File: config.mk
export PLATFORM = sky130hd
export DESIGN_NAME = piso_serializer
export DESIGN_NICKNAME = d
export VERILOG_FILES = /design/src/rtl/piso_pkg.sv /design/src/rtl/piso_bit_counter.sv /design/src/rtl/piso_serializer.sv
export SDC_FILE = /design/constraint.sdc
export NUM_CORES = 1
export LEC_CHECK = 0
export ABC_AREA = 1
export CORE_MARGIN = 8
export CORE_UTILIZATION = 49
export CTS_CLUSTER_DIAMETER = 100
export CTS_CLUSTER_SIZE = 25
export DETAILED_ROUTE_END_ITERATION = 12
export PLACE_DENSITY_LB_ADDON = 0.12
export SYNTH_ARGS = -nofsm -noshare
export SYNTH_HDL_FRONTEND = slang
export SYNTH_SLANG_ARGS = --single-unit
File: constraint.sdc
create_clock -name clk -period 1.6 [get_ports clk]
set_clock_uncertainty 0.1 [all_clocks]
set_input_delay 0.24 -clock clk [delete_from_list [all_inputs] [get_ports clk]]
set_output_delay 0.24 -clock clk [all_outputs]
set_load 0.1 [all_outputs]
File: src/rtl/piso_pkg.sv
// Shared definitions for the MSB-first parallel-in/serial-out serializer.
package piso_pkg;

  typedef enum logic [1:0] {
    IDLE   = 2'd0,
    SHIFT  = 2'd1,
    PARITY = 2'd2
  } piso_state_t;

  localparam int DEFAULT_WIDTH = 8;

  function automatic int cnt_width(input int width);
    return (width < 2) ? 1 : $clog2(width);
  endfunction

endpackage

File: src/rtl/piso_bit_counter.sv
// Bit-position counter for the serializer; tc flags the last data bit (WIDTH-1).
module piso_bit_counter
  import piso_pkg::*;
#(
  parameter int WIDTH = DEFAULT_WIDTH
) (
  input  logic clk,
  input  logic rst,
  input  logic clear,
  input  logic enable,
  output logic tc
);

  localparam int CW = cnt_width(WIDTH);
  localparam logic [CW-1:0] LAST = CW'(WIDTH - 1);

  logic [CW-1:0] cnt;

  always_ff @(posedge clk) begin
    if (rst || clear)
      cnt <= '0;
    else if (enable)
      cnt <= cnt + CW'(1);
  end

  assign tc = (cnt == LAST);

endmodule

File: src/rtl/piso_serializer.sv
// MSB-first serializer with valid/ready load and gapless back-to-back frames.
// Defining PISO_PARITY_EN appends an even-parity bit to every frame.
module piso_serializer
  import piso_pkg::*;
#(
  parameter int WIDTH = DEFAULT_WIDTH
) (
  input  logic             clk,
  input  logic             rst,
  input  logic [WIDTH-1:0] data_in,
  input  logic             load_valid,
  output logic             load_ready,
  output logic             sout,
  output logic             sout_valid,
  output logic             busy,
  output logic             frame_done
);

  piso_state_t      state;
  logic [WIDTH-1:0] shreg;
  logic             tc;
  logic             last_bit;
  logic             accept;
  logic             ready_dec;

  assign last_bit = (state == SHIFT) && tc;

`ifdef PISO_PARITY_EN
  logic par;

  assign ready_dec  = (state == IDLE) || (state == PARITY);
  assign frame_done = (state == PARITY);
  assign sout       = (state == SHIFT)  ? shreg[WIDTH-1] :
                      (state == PARITY) ? par : 1'b0;
`else
  assign ready_dec  = (state == IDLE) || last_bit;
  assign frame_done = last_bit;
  assign sout       = (state == SHIFT) ? shreg[WIDTH-1] : 1'b0;
`endif

  // Reset must dominate a simultaneous load offer.
  assign load_ready = ready_dec && !rst;
  assign accept     = load_valid && load_ready;
  assign sout_valid = (state != IDLE);
  assign busy       = sout_valid;

  piso_bit_counter #(.WIDTH(WIDTH)) u_cnt (
    .clk    (clk),
    .rst    (rst),
    .clear  (accept || last_bit),
    .enable (state == SHIFT),
    .tc     (tc)
  );

  always_ff @(posedge clk) begin
    if (rst) begin
      state <= IDLE;
      shreg <= '0;
`ifdef PISO_PARITY_EN
      par   <= 1'b0;
`endif
    end else if (accept) begin
      state <= SHIFT;
      shreg <= data_in;
`ifdef PISO_PARITY_EN
      par   <= ^data_in;
`endif
    end else begin
      case (state)
        SHIFT: begin
          shreg <= {shreg[WIDTH-2:0], 1'b0};
          if (tc) begin
`ifdef PISO_PARITY_EN
            state <= PARITY;
`else
            state <= IDLE;
`endif
          end
        end
        PARITY:  state <= IDLE;
        default: state <= IDLE;
      endcase
    end
  end

endmodule

==> out/metrics.csv, run 1 <==
stage;metric;value;unit
logic_synthesis;synth_fp_nets;105;
clock_network;cts_tree;done;
detailed_routing;finalWirelength;1.87;mm
logic_synthesis;synth_top_area_cell;dfxtp_1;
detailed_routing;vias_per_cell;5.19;
worst_setup_path;arrival;1.35;ns
sta;fmax;0.591;GHz
logic_synthesis;synth_area_per_cell;8.54;um2
sta;max_slew_margin;0.848;
global_route;grt_pass1_vias;703;
worst_setup_path;critPathLaunchType;flip-flop;
finish;n_fill_cell;101;
floorplan;coreArea;0.00151;mm2
logic_synthesis;synth_top_area_share;0.306;
logic_synthesis;ys.warnings.count;0;
finish;area_growth;54.8;%
detailed_routing;ant_nets;0;
placed_design;portBuffers;15;
clock_network;cts_buffers;3;
finish;fin_nets;138;
detailed_routing;route.detailed.drc;0;
placed_design;placed_cells;121;
clock_network;holdBufCountCts;0;
worst_setup_path;crit_fanout;2;
logic_synthesis;netlist_area;786;um2
worst_setup_path;path_class;reg -> out;
global_route;grt_overflow;0;
clock_network;clock-sinks;12;
clock_network;clk_latency;0.29;ns
global_route;grt_pass1_wl;2.98;mm
sta;hold_violations;0;
global_route;grt_max_degree;18;
worst_setup_path;worstPathRequired;1.26;ns
floorplan;die_h;56.0;um
finish;final_common_cell;nand2_1;
clock_network;clock_tree.buffer_depth;2;
global_route;antenna_found_initial;0;
sta;report.final.slew_viol_count;0;
sta;worst_pin_slew;0.228;ns
sta;min_period_over_period;1.06;
finish;drive_above_1_share;0.500;
logic_synthesis;ys_seq_area_frac;0.306;
detailed_routing;num_vias;726;
sta;final-setup-viol-count;4;
detailed_routing;wl_per_cell;13.3;um
run_status;violations;setup timing;
sta;rsz0062_at_grt;true;
logic_synthesis;synthDistinctLibCells;18;
finish;final_cells;140;
logic_synthesis;synth_area_leaders;dfxtp_1 (31%), nand2_1 (13%), a21oi_2 (11%);
clock_network;clockRootBuffer;clkbuf_4;
logic_synthesis;synth_cells;92;
placed_design;dp_hpwl;1.21;mm
sta;post-route-worst-setup-slack;-0.0931;ns
floorplan;num_rows;14;
floorplan;fp.dieArea;0.00314;mm2
run;maxCapViolations;0;
run_status;status;complete, but fails checks;
power_and_ir_drop;irDropWorstVdd;0.000462;V
finish;num_antenna_cells;0;
min_path;hold_class;reg -> reg;
placed_design;gp_congestion;0.794;
worst_setup_path;endpoint_kind;output port;
power_and_ir_drop;p_leak;0.000510;uW
floorplan;start_util;0.522;
global_route;grtUsageTotal;0.113;
floorplan;io_pins;16;
detailed_routing;drt_iter0_drc;16;
sta;fin_crit;1.69;ns
placed_design;pre_cts_slack;0.0306;ns
clock_network;htreeDepth;1;
worst_setup_path;path_cells;ha_4, ha_4, inv_4, a21oi_4, buf_12;
floorplan;die_w;56.0;um
worst_setup_path;slowest_stage;dfxtp_2;
detailed_routing;dr.pass1.iters;4;
worst_setup_path;cpMostUsedCell;ha_4;
clock_network;clkTransAtPathRegs;0.08;ns
worst_setup_path;crit_path_max_incr_delay;0.36;ns
finish;most-common-layout-cells;nand2_1 (26), buf_4 (15), a21oi_2 (10), clkdlybuf4s50_1 (10);
power_and_ir_drop;power.total;860;uW
logic_synthesis;ys_ff_latch;12;
power_and_ir_drop;powerDensity;707;mW/mm2
## report_power, final
group	switching (uW)	internal (uW)
registers	23.5	318
logic	134	128
clock network	118	139
total	275	585
## cells by family after synthesis
group	after synthesis	share of synthesized area
AOI/OAI and AO/OA	12	0.124
xor gates and xnor gates	1	0.0111
buffers and inverters	18	0.159
adders and majority gates	2	0.0318
and+or+nand+nor	47	0.368
DFF	12	0.306
## metrics by stage
step / utilization / setup TNS [ns] / cell area, um2 / hold slack, ns
after detailed placement: 0.691 / 0 / 1040 / 0.375
after global routing: 0.807 / -0.735 / 1220 / 0.398
after CTS: 0.735 / -0.358 / 1110 / 0.388
after floorplan: - / -0.0612 / 851 / 0.270
after global placement: 0.691 / 0 / 1040 / 0.370
final: 0.807 / -0.132 / 1220 / 0.385
## final timing paths
path | start | end | slack (ns) | depth (start not counted)
max reg2reg | u_cnt.cnt[0] | shreg[4] | 0 | 9
min reg2reg | shreg[7] | shreg[7] | 0.38 | 2
min | shreg[7] | shreg[7] | 0.38 | 2
max | u_cnt.cnt[0] | load_ready | -0.09 | 5
## area by class of cell
type / instances / area, um2 / share of cell area
Multi-Input combinational cell: 62 / 469 / 0.386
Timing Repair Buffer: 34 / 362 / 0.297
Sequential cell: 12 / 246 / 0.203
Inverter: 12 / 82.6 / 0.0679
Clock buffer: 4 / 36.3 / 0.0298
Tap cell: 16 / 20.0 / 0.0165
## cell usage after synthesis (all sizes together)
cell / instances
a21oi: 12
buf: 6
bufinv: 2
dfxtp: 12
ha: 2
inv: 10
nand2: 28
nand3: 11
nand4: 7
nor2: 1
xnor2: 1
## what timing repair did
action | in CTS | in global routing
pin swaps | 2 | 1
buffers inserted | 3 | 12
endpoints found under the setup margin | 2 | 14
gates resized for setup | 2 | 5
## flip-flops by register name, indices dropped and copies added, names as in the netlist
name	count
u_cnt.cnt	3
state	1
shreg	8
## worst max-delay path, delay by kind of cell, from the launching register on
family	cells	cell delay (ns)
AOI/OAI and AO/OA	1	0.16
adders and majority gates	2	0.31
buffers and inverters	2	0.23
DFF	1	0.36
## per-layer routing
metal / vias up / wire length (um) / track usage
met1: 343 / 795 / 0.122
met5: - / 0 / 0
li1: 369 / - / -
met4: 0 / 25 / 0.0481
met3: 2 / 61 / 0.0320
met2: 12 / 983 / 0.198
No activity file was read; power rests on OpenSTA's default activity.
==> inputs of run 2 (changes only) <==
Settings changed: ABC_AREA 1 to not set, CORE_UTILIZATION 49 to 48, HOLD_SLACK_MARGIN set to 0.08.
==> run 2 against run 1 <==
  * The run still ends with setup timing left
  * Clock power down 7%
  * Non-clock buffer count down 9
  * First-iteration DRC count down 88%
  * Hold slack better by 0.099 ns
  * Power down 6.2%
  * Clock-buffer cell count unchanged
  * Routed wire length down 25%
  * Critical path depth unchanged
  * Synthesized cell count down 30%
  * Core utilization down 9.5 points
  * Global-route usage down 0.056 points
  * Critical endpoint unchanged
  * Largest power group unchanged
==> out/metrics.csv, run 2 <==
stage;metric;value;unit
logic_synthesis;synth.top_cells.by_count;dfxtp_1 (12), mux2i_1 (9), nor2_1 (8);
clock_network;htreeDepth;1;
global_route;grt_pass1_wl;2.40;mm
finish;drive_above_1_share;0.483;
power_and_ir_drop;irDropWorstVdd;0.000539;V
detailed_routing;vias_per_cell;5.32;
detailed_routing;dr_wl_met3;54;um
detailed_routing;drt_iter0_drc;2;
worst_setup_path;arrival;1.38;ns
worst_setup_path;crit_fanout;3;
finish;top_register;shreg;
clock_network;clk_latency;0.27;ns
placed_design;portBuffers;15;
global_route;grt_overflow;0;
logic_synthesis;synth_top_area_cell;dfxtp_1;
sta;worst_pin_slew;0.207;ns
finish;top_regs;shreg x8, u_cnt.cnt x3, state x1;
sta;max_slew_margin;0.858;
sta;rsz0062_at_grt;true;
sta;report.final.slew_viol_count;0;
detailed_routing;wl_per_cell;13.6;um
placed_design;gp_congestion;0.654;
finish;largest_reg_flops;8;
global_route;antenna_found_initial;0;
logic_synthesis;synth_area_per_cell;11.2;um2
logic_synthesis;ys_ff_latch;12;
logic_synthesis;synthDistinctLibCells;21;
worst_setup_path;critPathLaunchType;flip-flop;
finish;final_util;0.713;
global_route;grt_pass1_vias;569;
detailed_routing;highest_layer;met4;
sta;fin_crit;1.72;ns
worst_setup_path;path_class;reg -> out;
worst_setup_path;endpoint_kind;output port;
detailed_routing;num_vias;548;
detailed_routing;dr.pass1.iters;2;
worst_setup_path;worstPathRequired;1.26;ns
run_status;status;complete, but fails checks;
detailed_routing;wirelength_met1;632;um
logic_synthesis;synth_area_leaders;dfxtp_1 (34%), a221oi_2 (15%), mux2i_1 (13%);
floorplan;num_rows;14;
logic_synthesis;synth_fp_nets;77;
logic_synthesis;synth_edf_count;0;
power_and_ir_drop;p_leak;0.000405;uW
power_and_ir_drop;powerDensity;779;mW/mm2
sta;final-setup-viol-count;2;
sta;min_period_over_period;1.08;
logic_synthesis;ys_async_sr_fraction;0;
finish;multi_input_area;438;um2
logic_synthesis;netlist_area;717;um2
floorplan;start_util;0.493;
logic_synthesis;ys.warnings.count;0;
floorplan;die_w;54.6;um
clock_network;clock-sinks;12;
clock_network;clock_tree.buffer_depth;2;
detailed_routing;met2_length;707;um
global_route;grtUsageTotal;0.112;
clock_network;clkTransAtPathRegs;0.08;ns
logic_synthesis;yosysMostFrequentCell;dfxtp_1;
sta;hold_violations;0;
run;maxCapViolations;0;
run_status;violations;setup timing;
sta;fin_tns_setup;-0.146;ns
finish;most-common-layout-cells;clkdlybuf4s50_1 (10), mux2i_1 (9), buf_4 (9), dfxtp_1 (9);
clock_network;cts_buffers;3;
sta;holdWs;0.484;ns
detailed_routing;finalWirelength;1.40;mm
finish;num_antenna_cells;0;
floorplan;io_pins;16;
detailed_routing;ant_nets;0;
detailed_routing;route.detailed.drc;0;
logic_synthesis;synth_top_area_share;0.335;
finish;fin_nets;101;
sta;post-route-worst-setup-slack;-0.120;ns
floorplan;fp.dieArea;0.00299;mm2
power_and_ir_drop;power.total;807;uW
floorplan;die_h;54.6;um
floorplan;coreArea;0.00145;mm2
min_path;hold_class;reg -> reg;
finish;regArea;246;um2
finish;final_common_cell;clkdlybuf4s50_1;
logic_synthesis;synth_cells;64;
sta;fmax;0.581;GHz
global_route;grt_max_degree;20;
worst_setup_path;r2r_slack;0.11;ns
finish;n_fill_cell;113;
clock_network;clockRootBuffer;clkbuf_4;
placed_design;dp_hpwl;990;um
clock_network;cts_tree;done;
logic_synthesis;synth_ff_type;dfxtp_1;
logic_synthesis;ys_seq_area_frac;0.335;
finish;area_growth;44.5;%
-- run 2: metal layers --
metal,global-route usage,up-vias
met1,0.122,265
met5,0,-
met3,0.0571,2
li1,-,274
met4,0.0492,0
met2,0.179,7
-- run 2: path summary, 6_finish.rpt --
| check | start | endpoint | cells after the start |
|---|---|---|---|
| max | u_cnt.cnt[0] | load_ready | 5 |
| max reg2reg | u_cnt.cnt[0] | shreg[3] | 6 |
| min | shreg[7] | shreg[7] | 2 |
| min reg2reg | shreg[7] | shreg[7] | 2 |
-- run 2: per-stage QoR --
step,setup WS [ns],cell area (um2),cells
6_report,-0.120,1040,103
5_1_grt,-0.173,1040,103
4_1_cts,-0.136,1000,99
3_5_place_dp,-0.0243,922,93
3_3_place_gp,0.0719,922,93
2_1_floorplan,-0.145,729,64
-- run 2: cells by family (layout without fill, tap and decap cells) --
logic type      count (synthesis)  after routing  synth area share
flops                          12             12             0.335
mux                             9              9             0.126
buf+inv                         8             31             0.108
compound gates                 10             10             0.185
fa+ha+maj                       2              2            0.0349
simple gates                   23             23             0.211
-- run 2: what timing repair did --
item | CTS | global route
pin swaps | 2 | 1
hold buffers | 0 | 0
endpoints found under the setup margin | 3 | 10
buffers inserted | 2 | 4
gates resized for setup | 6 | 1
-- run 2: final cells by class --
type / instances / area share
multi-input cells: 44 / 0.423
repair buffers: 25 / 0.278
flip-flops and latches: 12 / 0.238
clock buffers: 4 / 0.0350
well taps: 16 / 0.0193
inverters: 2 / 0.00725
-- run 2: critical path: stages, from the launching register on --
cell	delay, ns
dfxtp_2	0.34
ha_4	0.16
ha_4	0.15
and2b_4	0.26
nor2_4	0.04
buf_12	0.16
-- run 2: power by group --
group          switching (uW)  internal [uW]
clock network             100            138
logic                     118            114
registers                15.6            320
==> inputs of run 3 (changes only) <==
Settings changed: ABC_CLOCK_PERIOD_IN_PS set to 1600.
==> results of run 3 <==
Same layout as run 2: the final DEF is identical, and so are final timing and power.
